<file path="src/rtl/pipe_ctrl_pkg.sv">
// rtl/pipe_ctrl_pkg.sv - shared types and constants for the pipeline hazard controller
package pipe_ctrl_pkg;

  typedef enum logic [0:0] {
    IDLE = 1'b0,
    BUSY = 1'b1
  } md_state_t;

  localparam int MULT_LAT_DEF = 4;
  localparam int DIV_LAT_DEF  = 32;
  localparam int REG_W        = 5;

endpackage

</file>
<file path="src/rtl/muldiv_tracker.sv">
// rtl/muldiv_tracker.sv - busy/done/error tracking for the multi-cycle mult/div unit in EX
module muldiv_tracker
  import pipe_ctrl_pkg::*;
#(
  parameter int MULT_LAT = MULT_LAT_DEF,
  parameter int DIV_LAT  = DIV_LAT_DEF
) (
  input  logic clk_i,
  input  logic rst_i,
  input  logic start_i,
  input  logic is_div_i,
  output logic busy_o,
  output logic done_o,
  output logic error_o
);

  localparam int CW = $clog2(DIV_LAT + 1);

  md_state_t     state_q, state_d;
  logic [CW-1:0] cnt_q, cnt_d;
  logic [CW-1:0] lat;
  logic          err_q, err_d;
  logic          last;

  assign lat  = is_div_i ? CW'(DIV_LAT) : CW'(MULT_LAT);
  assign last = (state_q == BUSY) && (cnt_q == CW'(1));

  always_comb begin
    state_d = state_q;
    cnt_d   = cnt_q;
    err_d   = err_q;
    case (state_q)
      IDLE: begin
        if (start_i) begin
          state_d = BUSY;
          cnt_d   = lat;
        end
      end
      BUSY: begin
        // The final busy cycle accepts a new start so back-to-back ops have no gap
        if (last) begin
          state_d = start_i ? BUSY : IDLE;
          cnt_d   = start_i ? lat : '0;
        end else begin
          cnt_d = cnt_q - CW'(1);
          if (start_i) err_d = 1'b1;
        end
      end
      default: begin
        state_d = IDLE;
        cnt_d   = '0;
      end
    endcase
  end

  always_ff @(posedge clk_i) begin
    if (rst_i) begin
      state_q <= IDLE;
      cnt_q   <= '0;
      err_q   <= 1'b0;
    end else begin
      state_q <= state_d;
      cnt_q   <= cnt_d;
      err_q   <= err_d;
    end
  end

  assign busy_o  = ~rst_i & (state_q == BUSY);
  assign done_o  = ~rst_i & last;
  assign error_o = err_q;

endmodule

</file>
<file path="src/rtl/pipe_hazard_ctrl.sv">
// rtl/pipe_hazard_ctrl.sv - load-use / HI-LO stall, redirect flush and stall counter for IF/ID/EX
module pipe_hazard_ctrl
  import pipe_ctrl_pkg::*;
#(
  parameter int MULT_LAT = MULT_LAT_DEF,
  parameter int DIV_LAT  = DIV_LAT_DEF,
  parameter int CNT_W    = 32
) (
  input  logic             CLK,
  input  logic             RST,
  input  logic [REG_W-1:0] ID_Rs,
  input  logic [REG_W-1:0] ID_Rt,
  input  logic             ID_UsesRt,
  input  logic             ID_UsesHiLo,
  input  logic             ID_Redirect,
  input  logic             EX_MemRead,
  input  logic [REG_W-1:0] EX_Rt,
  input  logic             EX_MulDivStart,
  input  logic             EX_IsDiv,
  output logic             PC_Enable,
  output logic             IFID_Enable,
  output logic             IFID_Flush,
  output logic             IDEX_Flush,
  output logic             MD_Busy,
  output logic             MD_Done,
  output logic             MD_Error,
  output logic [CNT_W-1:0] Stall_Count
);

  logic             lu, hl, stall;
  logic [CNT_W-1:0] stall_cnt_q, stall_cnt_d;

  muldiv_tracker #(
    .MULT_LAT(MULT_LAT),
    .DIV_LAT (DIV_LAT)
  ) u_md (
    .clk_i   (CLK),
    .rst_i   (RST),
    .start_i (EX_MulDivStart),
    .is_div_i(EX_IsDiv),
    .busy_o  (MD_Busy),
    .done_o  (MD_Done),
    .error_o (MD_Error)
  );

  assign lu = EX_MemRead & (EX_Rt != '0) &
              ((EX_Rt == ID_Rs) | (ID_UsesRt & (EX_Rt == ID_Rt)));
  // The HI/LO consumer may proceed in the done cycle: the result is forwarded then
  assign hl    = ID_UsesHiLo & MD_Busy & ~MD_Done;
  assign stall = lu | hl;

  // A redirect resolved on stale operands is dropped; it re-resolves after the stall
  assign PC_Enable   = ~RST & ~stall;
  assign IFID_Enable = ~RST & ~stall;
  assign IFID_Flush  = RST | (ID_Redirect & ~stall);
  assign IDEX_Flush  = RST | stall;

  always_comb begin
    stall_cnt_d = stall_cnt_q;
    if (stall && (stall_cnt_q != '1)) stall_cnt_d = stall_cnt_q + CNT_W'(1);
  end

  always_ff @(posedge CLK) begin
    if (RST) stall_cnt_q <= '0;
    else     stall_cnt_q <= stall_cnt_d;
  end

  assign Stall_Count = stall_cnt_q;

endmodule

</file>
<file path="config.mk">
export PLATFORM = sky130hd
export DESIGN_NAME = pipe_hazard_ctrl
export DESIGN_NICKNAME = d
export VERILOG_FILES = /design/src/rtl/pipe_ctrl_pkg.sv /design/src/rtl/muldiv_tracker.sv /design/src/rtl/pipe_hazard_ctrl.sv
export SDC_FILE = /design/constraint.sdc
export NUM_CORES = 1
export LEC_CHECK = 0
export BUFFER_PORTS_ARGS = -buffer_cell sky130_fd_sc_hd__buf_4
export CORE_ASPECT_RATIO = 1.25
export CORE_MARGIN = 3
export CORE_UTILIZATION = 40
export DETAILED_ROUTE_END_ITERATION = 6
export RECOVER_POWER = 50
export SKIP_CTS_REPAIR_TIMING = 1
export SKIP_LAST_GASP = 1
export SYNTH_ARGS = -nofsm -noshare
export SYNTH_HDL_FRONTEND = slang
export SYNTH_SLANG_ARGS = --single-unit
</file>
<file path="constraint.sdc">
create_clock -name CLK -period 2.9 [get_ports CLK]
set_input_delay 0.29 -clock CLK [delete_from_list [all_inputs] [get_ports CLK]]
set_output_delay 0.29 -clock CLK [all_outputs]
set_load 0.02 [all_outputs]
</file>
## After elaboration in Yosys (flattened, before gate mapping)

Index checks and enable logic that the tools add are counted.

| word-level totals | value |
|---|---|
| logic and storage cells | 41 |
| bits in registers | 40 |
| bits of input ports | 23 |
| output and inout port bits | 39 |

| operators by class | value |
|---|---|
| reduce and logical (&&, ||, !) cells | 4 |
| mux-type cells | 8 |
| bitwise logic cells | 18 |
| add/subtract/negate cells | 2 |
| eq/ne operators | 5 |

Operator list:

| operator | count |
|---|---|
| 32-bit by 1-bit adder with 32-bit output, second input constant | 1 |
| 32-bit inequality test, second input constant | 1 |
| 6-bit 2-to-1 mux | 4 |
| 6-bit case mux with 2 select lines | 1 |
| 5-bit == test | 2 |
| 1-bit AND | 9 |
| 6-bit by 1-bit == test with 1-bit output, second input constant | 1 |
| 6-bit by 1-bit subtractor with 6-bit output, second input constant | 1 |
| 1-bit NOT | 5 |
| 5-bit nonzero test | 1 |
| 1-bit bitwise OR | 4 |
| 3-bit AND reduction | 1 |
| 1-bit logical AND | 2 |
| 1-bit 2-to-1 mux | 2 |
| 2-bit inequality test, second input constant | 1 |
| 1-bit case mux with 2 select lines | 1 |

## Logic depth before layout (Yosys ltp)

| logic depth | value |
|---|---|
| depth after elaboration | 9 |
| depth in mapped cells | 9 |
| gate-level depth less buffers | 8 |

## Hierarchy

A second synthesis with hierarchy kept.

| second synthesis, totals | value |
|---|---|
| cells, all modules | 285 |
| area total of the unflattened synthesis | 2371.0 µm² |

By module, submodules not included:

| module | sequential area each (µm²) | area each (µm²) | instances | cells each |
|---|---|---|---|---|
| pipe_hazard_ctrl | 640.6 | 1933.1 | 1 | 232 |
| muldiv_tracker | 160.2 | 437.9 | 1 | 53 |

## Worst setup path before layout

No wires, ideal clock.

| timing | value |
|---|---|
| path type | register -> output |
| start | register u_md.state_q |
| end | output PC_Enable |
| cell stages (with the launch flop) | 9 |
| slack | 0.293 ns |
| path buffers | 3 |
| required time | 2.610 ns |
| data arrival time | 2.317 ns |
| cell sequence | dfxtp_1 -> clkbuf_1 -> nor2b_1 -> and2_1 -> o2bb2ai_2 -> clkbuf_1 -> nand2b_1 -> inv_1 -> buf_4 |

| between the ends | value |
|---|---|
| elaborated cells between the ends (all ways) | 9 |
| classes of those cells | 8 x bitwise; 1 x reduce/logical |

RTL lines:

| item | RTL line | source |
|---|---|---|
| from (decl) | muldiv_tracker.sv:19 | `md_state_t state_q, state_d;` |
| from (signal assigned) | muldiv_tracker.sv:62 | `state_q <= state_d;` |
| 1-bit AND | muldiv_tracker.sv:68 | `assign busy_o = ~rst_i & (state_q == BUSY);` |
| named net MD_Busy | pipe_hazard_ctrl.sv:24 | `output logic MD_Busy,` |
| 1-bit AND (2 in a row) | pipe_hazard_ctrl.sv:49 | `assign hl = ID_UsesHiLo & MD_Busy & ~MD_Done;` |
| 1-bit bitwise OR | pipe_hazard_ctrl.sv:50 | `assign stall = lu \| hl;` |
| 1-bit NOT | - |  |
| 1-bit AND | - |  |
| to (decl) | pipe_hazard_ctrl.sv:20 | `output logic PC_Enable,` |

The timed path passes the listed nets, and every way through them passes these cells.

## Worst setup path in the final report

| timing | value |
|---|---|
| start | register stall_cnt_q[0], in the netlist Stall_Count[0] |
| end | register stall_cnt_q[27], in the netlist Stall_Count[27] |

| between the ends | value |
|---|---|
| word-level cells in the longest chain between the ends | 2 |
| elaborated cells between the ends (all ways) | 3 |
| classes of those cells | 1 x add/sub; 1 x eq/ne; 1 x reduce/logical |

RTL lines:

| item | RTL line | source |
|---|---|---|
| from (decl) | pipe_hazard_ctrl.sv:31 | `logic [CNT_W-1:0] stall_cnt_q, stall_cnt_d;` |
| from (signal assigned) | pipe_hazard_ctrl.sv:65 | `else stall_cnt_q <= stall_cnt_d;` |
| parallel branches: the longest is 2 deep, another holds 32-bit by 1-bit adder with 32-bit output | - |  |

Several ways; the timed one is not identified.
A chain may end at the register's enable or synchronous reset.

==> impl_table.tex <==
\begin{tabular}{lr}
\hline
Metric & Value \\
\hline
\multicolumn{2}{l}{\textbf{Outcome}} \\
Status & finished, final reports clean \\
\multicolumn{2}{l}{\textbf{Route}} \\
Antenna violation net count after detailed routing & 0 \\
1st-pass router iterations & 4 \\
Average wire length per cell after detail routing & 13.2 um \\
Drt via density & around 5.2 \\
Vias after detailed routing & about 2000 \\
DRC violation count after routing & 0 \\
Number of design-rule violations left by the first detailed-router iteration & 80 \\
Final wirelength & 5120 um \\
\multicolumn{2}{l}{\textbf{Hold path}} \\
Kind of path behind the tightest hold check & input port to flip-flop \\
\multicolumn{2}{l}{\textbf{Final layout}} \\
N\_diodes & 0 \\
Layout area overhead & 22.6\% \\
Final-layout fill cell count & around 540 \\
Layout cell share with drive strength beyond 1 & 0.147 \\
Final cell count without fillers & slightly below 400 \\
Number of nets in the finished design & approximately 350 \\
\multicolumn{2}{l}{\textbf{Floorplanning}} \\
Ports & 62 \\
Die boundary height & 88.7 um \\
Starting density of the core & 0.422 \\
Horizontal die dimension & approximately 72 um \\
Placeable core area & roughly 5200 um\^{}2 \\
Die outline area & 6400 um\^{}2 \\
Row count & 29 \\
\multicolumn{2}{l}{\textbf{Logic synthesis}} \\
List of most frequent post-synthesis cells & 43 x sky130\_fd\_sc\_hd\_\_nor2\_1, 40 x sky130\_fd\_sc\_hd\_\_dfxtp\_1, 32 x sky130\_fd\_sc\_hd\_\_xor2\_1 \\
Yosys warning total & 0 \\
Prevailing post-synth register cell & sky130\_fd\_sc\_hd\_\_dfxtp\_1 \\
Top cells by area, synth & sky130\_fd\_sc\_hd\_\_dfxtp\_1 37\%, sky130\_fd\_sc\_hd\_\_xor2\_1 13\%, sky130\_fd\_sc\_hd\_\_nor2\_1 7.4\% \\
Yosys reg bits & 40 \\
Synthesized netlist cell count & 266 \\
Number of enable-type register cells in the synthesized netlist & 0 \\
Number of different library cells in the post-synthesis netlist & between 40 and 50 \\
Fraction of post-synthesis cell area in the top cell type by area & 0.366 \\
Share of synthesized registers carrying an async set or reset & 0 \\
Synthesized area & 2190 um\^{}2 \\
Post-synthesis cell type with the largest combined area & sky130\_fd\_sc\_hd\_\_dfxtp\_1 \\
Most numerous cell in the Yosys netlist & sky130\_fd\_sc\_hd\_\_nor2\_1 \\
Average cell area after synthesis & 8.22 um\^{}2 \\
Synthesized netlist net count & between 200 and 300 \\
Post-synthesis sequential area ratio & 0.366 \\
\multicolumn{2}{l}{\textbf{Placement}} \\
Detailed-placement wirelength estimate & approximately 3700 um \\
Placer Congestion & between 0.7 and 0.8 \\
Number of cells in the design after placement & between 300 and 400 \\
Port Buffer Count & 61 \\
Worst slack at placement & 0.231 ns \\
\multicolumn{2}{l}{\textbf{Clocking}} \\
Maximum number of buffers from clock root to sink & 2 \\
Latest clock arrival within the worst-skew pair & 0.29 ns \\
Cell at the root of the clock tree & sky130\_fd\_sc\_hd\_\_clkbuf\_8 \\
Clock buffers created by TritonCTS & 5 \\
Htree depth & 2 \\
Clock sink total & 40 \\
Clock-pin transition on the worst setup and hold timing paths & 0.08 ns \\
Clock tree from TritonCTS & built \\
\multicolumn{2}{l}{\textbf{STA}} \\
RSZ-0062 raised after global routing & no \\
PnR worst setup slack & 0.200 ns \\
Share of the clock period used by the worst path & 0.931 \\
Fin Hold WS & 0.250 ns \\
Shortest period the worst path allows & approximately 2.7 ns \\
Worst slew margin relative to its limit & 0.603 \\
Fin Setup TNS & 0 ns \\
Number of pins exceeding their max-slew limit in the final report & 0 \\
Setup violators final & 0 \\
Endpoints failing hold & 0 \\
Clock skew & 0.00468 ns \\
Least-Margin Pin Slew & 0.590 ns \\
Peak clock frequency supported by timing & around 370 MHz \\
\multicolumn{2}{l}{\textbf{Worst setup path}} \\
Startpoint of the worst-slack reg-to-reg timing path & Stall\_Count[0] \\
Endpoint class of the critical path & flip-flop \\
Terminus of the critical flop-to-flop path & Stall\_Count[27] \\
Flop2flop setup slack & roughly 0.2 ns \\
Worst reg2reg path depth & 8 \\
Worst Setup SP & Stall\_Count[0] \\
Crit path required time & between 3 and 4 ns \\
Category of the most critical setup path & flip-flop to flip-flop \\
WP data arrival & 2.89 ns \\
Worst Path Max Fanout & 11 \\
Worst Setup Start Kind & flip-flop \\
Timing endpoint of the critical path & Stall\_Count[27] \\
\multicolumn{2}{l}{\textbf{Global route}} \\
Global-route wire length before repair & about 8500 um \\
Antenna violations before repair & 0 \\
All-Layer GR Usage & 0.165 \\
Largest net degree at the start of global routing & 44 \\
Vias in the first global route & between 1500 and 2000 \\
Gr ovfl total & 0 \\
\multicolumn{2}{l}{\textbf{Pwr}} \\
IR Drop Worst-Case VDD & between 0.0002 and 0.00025 V \\
Total power & about 0.0012 W \\
Leakage power figure & between 1 and 1.5 nW \\
Pwr per Cell Area & between 400 and 500 nW/um\^{}2 \\
\multicolumn{2}{l}{\textbf{Run}} \\
Max-cap violation count & 0 \\
\hline
\end{tabular}
-- cells by family (layout without fill, tap and decap cells) --
group                      after synthesis  count (layout)  share of synthesized area
adders and majority gates                3               3                     0.0172
AOI/OAI and AO/OA                       25              25                     0.0715
DFF                                     40              40                      0.366
xor gates and xnor gates                36              36                      0.144
buffers and inverters                   19              79                     0.0389
muxes                                    3               3                     0.0189
and+or+nand+nor                        140             140                      0.343
-- worst min path at each step --
stage	start	end	slack, ns	cells past startpoint
after floorplan	EX_MulDivStart	u_md.state_q	0.40	1
after global placement	u_md.cnt_q[4]	u_md.cnt_q[4]	0.46	2
after detailed placement	u_md.error_o	u_md.error_o	0.47	1
after CTS	EX_MulDivStart	u_md.state_q	0.24	2
after global routing	EX_MulDivStart	u_md.error_o	0.26	2
final	EX_MulDivStart	u_md.state_q	0.25	2
-- final cells by class --
| type | instances | area, um^2 | area share |
|---|---|---|---|
| clock inverters | 1 | 30.0 | 0.0112 |
| well taps | 62 | 77.6 | 0.0289 |
| clock buffers | 7 | 96.3 | 0.0359 |
| multi-input cells | 207 | 1300 | 0.485 |
| repair buffers | 63 | 345 | 0.129 |
| inverters | 8 | 30.0 | 0.0112 |
| flip-flops and latches | 40 | 801 | 0.299 |
-- cells in the final DEF (no fill, tap or decap), drive strengths merged, types with 2 or more instances in the layout --
master,count
a21oi,9
and3,6
and4,4
buf,29
clkbuf,41
dfxtp,40
ha,3
inv,8
mux2,3
nand2,16
nand2b,2
nand3,22
nand4,11
nand4b,2
nor2,43
nor2b,7
nor3,9
nor3b,2
nor4,3
o21ai,8
or2,3
or3,4
or4,2
xnor2,4
xor2,32
-- flip-flops by register name (all words and copies together), names as in the netlist --
| name | count |
|---|---|
| u_md.error_o | 1 |
| Stall_Count | 32 |
| u_md.state_q | 1 |
| u_md.cnt_q | 6 |
-- worst max-delay path, cell delays in order, from the launching register on --
cell and delay (ns):
sky130_fd_sc_hd__dfxtp_1 0.39, sky130_fd_sc_hd__ha_1 0.27, sky130_fd_sc_hd__nand4_2 0.15, sky130_fd_sc_hd__or2_1 0.28
sky130_fd_sc_hd__or4_1 0.53, sky130_fd_sc_hd__or2_1 0.34, sky130_fd_sc_hd__nand2_2 0.24, sky130_fd_sc_hd__nor4_2 0.09
sky130_fd_sc_hd__mux2_4 0.29
-- where the power goes --
part	switching (W)	internal, W	total [W]
clock network	0.000198	0.000304	0.000501
registers	0.0000147	0.000564	0.000578
logic	0.0000876	0.0000719	0.000159
total	0.000300	0.000939	0.00124
-- metal layers --
| layer | GRT usage | share of wire |
|---|---|---|
| met5 | 0 | 0 |
| met4 | 0.0564 | 0.013 |
| met3 | 0.0489 | 0.086 |
| met2 | 0.276 | 0.47 |
| met1 | 0.202 | 0.43 |
-- stage by stage --
step,cell area (um^2),utilization
CTS,2810,0.541
finish,2680,0.517
detailed placement,2680,0.517
global placement,2680,0.517
global route,2680,0.517
floorplan,2190,-
Note: power is estimated with default switching activity, not from simulation.
